===== config.mk =====
export PLATFORM = sky130hd
export DESIGN_NAME = clock_period_meter
export DESIGN_NICKNAME = d
export VERILOG_FILES = /design/src/rtl/clock_period_meter.sv
export SDC_FILE = /design/constraint.sdc
export NUM_CORES = 1
export LEC_CHECK = 0
export BUFFER_PORTS_ARGS = -buffer_cell sky130_fd_sc_hd__buf_4
export CAP_MARGIN = 20
export CORE_MARGIN = 3
export CORE_UTILIZATION = 25
export CTS_CLUSTER_DIAMETER = 30
export DETAILED_ROUTE_END_ITERATION = 8
export PLACE_DENSITY = 0.38
export SKIP_CTS_REPAIR_TIMING = 1
export SYNTH_ARGS = -nofsm -noshare
export SYNTH_HDL_FRONTEND = slang
export SYNTH_SLANG_ARGS = --single-unit

===== constraint.sdc =====
create_clock -name clk -period 2.09 [get_ports clk]
set_input_delay 0.3135 -clock clk [delete_from_list [all_inputs] [get_ports clk]]
set_output_delay 0.3135 -clock clk [all_outputs]
set_load 0.05 [all_outputs]

===== src/rtl/clock_period_meter.sv =====
// Measures the period of a slow, possibly asynchronous signal in clk cycles, reporting each
// period with a one-cycle strobe plus lock (stable period) and sticky overflow (stalled input).
module clock_period_meter #(
  parameter int unsigned CNT_WIDTH   = 8,
  parameter int unsigned SYNC_STAGES = 2,
  parameter int unsigned LOCK_COUNT  = 4
) (
  input  logic                 clk,
  input  logic                 reset_n,
  input  logic                 enable,
  input  logic                 sig_in,
  output logic [CNT_WIDTH-1:0] period,
  output logic                 period_valid,
  output logic                 locked,
  output logic                 overflow
);

  localparam int unsigned MatchW = $clog2(LOCK_COUNT + 1);
  localparam logic [CNT_WIDTH-1:0] CntMax = '1;
  localparam logic [CNT_WIDTH-1:0] CntOne = CNT_WIDTH'(1);
  localparam logic [MatchW-1:0] LockCnt = MatchW'(LOCK_COUNT);
  localparam logic [MatchW-1:0] MatchOne = MatchW'(1);

  localparam logic [1:0] StIdle    = 2'd0;
  localparam logic [1:0] StArm     = 2'd1;
  localparam logic [1:0] StMeasure = 2'd2;

  logic [SYNC_STAGES-1:0] sync_q, sync_d;
  logic                   sig_dly_q, sig_dly_d;
  logic                   sig_s, rise;
  logic [1:0]             state_q, state_d;
  logic [CNT_WIDTH-1:0]   cnt_q, cnt_d;
  logic [CNT_WIDTH-1:0]   period_q, period_d;
  logic                   valid_q, valid_d;
  logic                   ovf_q, ovf_d;
  logic [MatchW-1:0]      match_q, match_d;

  assign sig_s = sync_q[SYNC_STAGES-1];
  assign rise  = sig_s & ~sig_dly_q;

  always_comb begin
    sync_d    = {sync_q[SYNC_STAGES-2:0], sig_in};
    sig_dly_d = sig_s;
    state_d   = state_q;
    cnt_d     = cnt_q;
    period_d  = period_q;
    valid_d   = 1'b0;
    ovf_d     = ovf_q;
    match_d   = match_q;

    if (!enable) begin
      // Disabling discards any in-flight measurement but keeps the last period.
      state_d = StIdle;
      cnt_d   = '0;
      ovf_d   = 1'b0;
      match_d = '0;
    end else begin
      case (state_q)
        StIdle: begin
          cnt_d   = '0;
          state_d = StArm;
        end
        StArm: begin
          if (rise) begin
            state_d = StMeasure;
            cnt_d   = CntOne;
            match_d = '0;
          end
        end
        StMeasure: begin
          if (rise) begin
            period_d = cnt_q;
            valid_d  = 1'b1;
            cnt_d    = CntOne;
            // match_q == 0 marks the first report since arming.
            if (match_q == '0 || cnt_q != period_q) begin
              match_d = MatchOne;
            end else if (match_q < LockCnt) begin
              match_d = match_q + MatchOne;
            end
          end else if (cnt_q == CntMax) begin
            ovf_d   = 1'b1;
            match_d = '0;
            cnt_d   = '0;
            state_d = StArm;
          end else begin
            cnt_d = cnt_q + CntOne;
          end
        end
        default: state_d = StIdle;
      endcase
    end
  end

  always_ff @(posedge clk or negedge reset_n) begin
    if (!reset_n) begin
      sync_q    <= '0;
      sig_dly_q <= 1'b0;
      state_q   <= StIdle;
      cnt_q     <= '0;
      period_q  <= '0;
      valid_q   <= 1'b0;
      ovf_q     <= 1'b0;
      match_q   <= '0;
    end else begin
      sync_q    <= sync_d;
      sig_dly_q <= sig_dly_d;
      state_q   <= state_d;
      cnt_q     <= cnt_d;
      period_q  <= period_d;
      valid_q   <= valid_d;
      ovf_q     <= ovf_d;
      match_q   <= match_d;
    end
  end

  assign period       = period_q;
  assign period_valid = valid_q;
  assign overflow     = ovf_q;
  assign locked       = (match_q >= LockCnt);

endmodule


# Yosys cells after proc, flatten, opt, wreduce, memory -nomap -nowiden
# Cells that the tools add are included.
# W data, S select, Z words.
# totals
mem_count	0
register_bits	26
ramBits	0
mem_bits_ro	0
latchBits	0
elab_cells	60
# classes
n_mux	24
div_mod_pow	0
shift	0
n_reduce_logical	8
n_bitwise	2
multipliers	0
n_addsub	2
eq_ne	14
n_lt_le_gt_ge	2
# ops
op	count
$mux W8	4
$pmux W8 S3	1
$mux W3	6
$ne A3 B3 Y1 const B	3
$reduce_and A3 Y1	3
$add A8 B1 Y8 const B	1
$eq A8 B8 Y1 const B	1
$mux W2	4
$ne A8 B8 Y1	1
$mux W1	7
$pmux W2 S3	1
$pmux W3 S2	1
$ne A5 B5 Y1 const B	1
$ne A2 B1 Y1 const B	2
$ne A4 B1 Y1 const B	1
$ne A4 B4 Y1 const B	1
$reduce_and A4 Y1	1
$add A3 B1 Y3 const B	1
$ge A3 B3 Y1 const B	1
$logic_not A3 Y1	1
$lt A3 B3 Y1 const B	1
$ne A3 B1 Y1 const B	1
$eq A2 B1 Y1 const B	1
$eq A2 B2 Y1 const B	1
other kinds (6)	6

# Logic depth before layout (Yosys ltp)
# depth
word_depth	6
ltp_mapped	9

# Worst setup path after synthesis
# No wires, ideal clock.
# synth_timing
kind	reg2reg
start	register state_q[0]
end	register cnt_q[7]
setup_ps	77
stages_incl_launch_ff	10
synth_period_minus_slack_ps	1885
path_buffers	2
path_slack_ps	205
t_arrival_ps	1807
path_cell_list	dfrtp_1 > inv_1 > ha_1 > buf_6 > or3_4 > o21ai_2 > and2_4 > buf_6 > or4_1 > a21oi_1
# synth_between
elab_chain_cells	3
elab_cells_between_ends	8
# synth_rtl
item	line	source
start, declared	31	logic [1:0] state_q, state_d;
start signal, assigned	99	state_q <= StIdle;
start signal, assigned	108	state_q <= state_d;
$eq A2 B2 Y1, or another cell as far along	58	case (state_q)
$pmux W8 S3, or another cell as far along	58	
$mux W8 / $reduce_and A2 Y1 (equally long branches)	n/a	
end signal, assigned	109	cnt_q <= cnt_d;
end, declared	32	logic [CNT_WIDTH-1:0] cnt_q, cnt_d;
# Several ways; a longest one is shown, not always the timed one.
# A chain may end at the register's enable or synchronous reset.

# Worst setup path in the final report
# layout_timing
start	register state_q[1]
end	register cnt_q[7]
# Same word-level chain as after synthesis.

==> flow_summary.yaml <==
synth:
  synth.top_cell.area_share_pct: 46.0
  synth.net_count: 161
  synth-seq-cells: 26
  synth.avg_cell_area_sq_um: 9.43
  synth_top_area_cell: "dfrtp_1"
  synth.distinct_cells: 35
  synth_area_sq_um: 1410
  seq_area_frac_synth_pct: 46.0
  synth.area.top_cells: "dfrtp_1 (46%), nand2_1 (8.5%), ha_1 (6.2%)"
  yosysWarnings: 0
  synthCells: 150
floorplanning:
  core_sq_um: 5300
  dieHeight_um: 81.2
  initial_utilization_pct: 26.7
  rows: 26
  io_pins: 15
  die_area_sq_um: 6590
  die_w_um: 81.2
worst_setup_path:
  r2r_cells: 7
  cp_num_cells: 7
  crit_fanout: 10
  cp_cell_sequence: "inv_1, ha_1, or3_4, o21ai_2, and2_4, or4_1, a21oi_1"
  cp.arrival_ns: 2.09
  crit_buf_inv: 1
  worstSetupPathType: "reg -> reg"
  worst_path_largest_cell_delay_ns: 0.51
  r2r_setup_slack_ns: 0.23
  worst_setup_path_end_kind: "register"
  crit_family: "simple AND/OR/NAND/NOR gates"
  cp.required_ns: 2.31
  critical-path-slowest-cell: "or4_1"
  cp-start-kind: "register"
power:
  clockPowerShare_pct: 31.3
  p_comb_share_pct: 27.2
  powerDensity_nw_per_um2: 824
  seqPwrFrac_pct: 41.4
  power.switching_uw: 431
  sw_frac_of_total_pct: 31.2
  p_int_uw: 947
  peakVddDrop_uv: 302
  p_leak_nw: 0.796
min_path:
  hold_path_class: "in -> reg"
  min_path_cells: 1
sta:
  setup_tns_ns: 0
  fmax_ghz: 0.537
  max_slew_margin_pct: 71.1
  worstMarginPinSlew_ns: 0.433
  rsz0062_at_grt: "false"
  period_needed_ns: 1.86
  report.final.slew_viol_count: 0
  hold_viol: 0
  finalCritPeriodShare_pct: 89.1
  setup_violations: 0
  skew_ns: 0.0191
  timing.final.ws_setup_ns: 0.229
route:
  vias: 1057
  drt-total-wl_um: 3070
  drc: 0
  first_iter_violations: 50
  ant_nets: 0
  drtPass1Iterations: 4
  routed_via_density: 4.48
  routedWlPerCell_um: 13.0
cells_and_area:
  fin_cells: 236
  n_antenna_cell: 0
  final_nets: 178
  fin_util_pct: 31.5
  area.growth.synth_to_final_pct: 18.2
  stdcell_area_sq_um: 1670
  drive_gt1_share_pct: 18.1
cts:
  clock_path_buffers: 2
  clkSlewWorstSetupHoldPaths_ns: 0.11
  root_buffer: "clkbuf_8"
  cts_buffers: 3
  clock_latency_ns: 0.29
  cts_tree: "yes"
  htreeDepth: 1
  cts_sinks: 26
status:
  status: "completed"
global_route:
  grtUsageMet1_pct: 13.7
  grt_first_pass_wirelength_um: 5140
  grt.met3_usage_pct: 2.88
  grt_pass1_vias: 1052
  grt_usage_pct: 10.3
  top_usage_layer: "met2"
  grt.met2_usage_pct: 16.4
  grt_antenna_before_repair: 0
  grt_max_degree: 27
  overflow: 0
flow_run:
  maxCapViolCount: 0
placement:
  place.gp.congestion: 0.815
  pre_cts_ws_ns: 0.223
  io_buffer_count: 14
  hpwl_um: 2260
  dp_cells: 231
  post_dp_cell_area_sq_um: 1590
[cells in the mapped netlist]
master    number
inv_1          7
clkbuf_1       4
inv_2          1
xor2_1         5
ha_1           7
xnor2_1        7
nor2_1        10
or4_1          1
a21boi_0       1
or3_4          1
nor4_4         1
a31o_2         1
nand3_1        4
a211oi_1       1
a31oi_1        4
o21ai_1        1
and2_1         1
nor2b_1        3
buf_6          3
nand4_1        3
mux2i_1        1
and2_4         1
o31ai_1        4
nand2b_1       2
o21ai_2        1
buf_2          1
o41ai_1        1
and2b_2        1
a2111o_1       1
a21oi_1        6
nand2_1       32
o32ai_1        1
dfrtp_1       26
o21ai_0        5
o22a_1         1
[cell usage in the layout, fill, tap and decap left out, drive strengths merged, types with 3 or more instances in the layout]
cell    count
ha          7
dfrtp      26
nor2b       3
o21ai       7
xnor2       7
inv         8
a31oi       4
clkbuf      3
nand4       3
nand2      32
nand3       4
buf        19
a21oi       6
nor2       10
o31ai       4
xor2        5
[final cells by class]
cell class | count | area, sq um
clock buffers | 3 | 41.3
clock inverters | 1 | 30.0
fillers | 551 | 3630
inverters | 8 | 30.0
multi-input cells | 108 | 679
flip-flops and latches | 26 | 651
well taps | 70 | 87.6
repair buffers | 20 | 153
[registers in the layout (all words and copies together), names as in the netlist]
| signal | count |
|---|---|
| sync_q | 2 |
| overflow | 1 |
| sig_dly_q | 1 |
| period | 8 |
| period_valid | 1 |
| state_q | 2 |
| cnt_q | 8 |
| match_q | 3 |
[worst register-to-register path, cell delays in order, from the launching register on]
cell and delay [ns]:
dfrtp_1 0.40, inv_1 0.11, ha_1 0.24, or3_4 0.15, o21ai_2 0.07, and2_4 0.19, or4_1 0.51, a21oi_1 0.15
[worst paths after layout]
path	from	to
max in group asynchronous	reset_n	cnt_q[3]
max	state_q[1]	cnt_q[7]
min reg2reg	sync_q[0]	sync_q[1]
max reg2reg	state_q[1]	cnt_q[7]
min	sig_in	sync_q[0]
min in group asynchronous	reset_n	match_q[2]
[stage by stage]
stage / total power, mW / hold slack [ns]
after global placement: 0.954 / 0.254
after global routing: 1.46 / 0.127
after CTS: 1.40 / -0.0682
final: 1.38 / 0.144
after floorplan: 0.886 / 0.0179
after detailed placement: 0.958 / 0.251
[per-layer routing]
metal	part of all wire, %	vias up
met4	0.98	0
li1	-	535
met3	4.1	5
met1	49	500
met2	46	17
met5	0	-
[power groups by stage]
stage                     clock network (mW)  registers (mW)  logic (mW)
final                                  0.432           0.571       0.375
after global routing                   0.469           0.575       0.420
after CTS                              0.447           0.570       0.380
after detailed placement                   0           0.579       0.379
after global placement                     0           0.577       0.377
after floorplan                            0           0.586       0.300
[cells by family (layout without fill, tap and decap cells)]
kind of cell	after synthesis	in the layout	synth area share [%]
compound gates	28	28	13.1
buf+inv	16	32	5.93
xor+xnor	12	12	7.43
simple gates	60	60	20.6
fa+ha+maj	7	7	6.19
flops	26	26	46.0
mux	1	1	0.708
(Power assumes the default switching activity.)
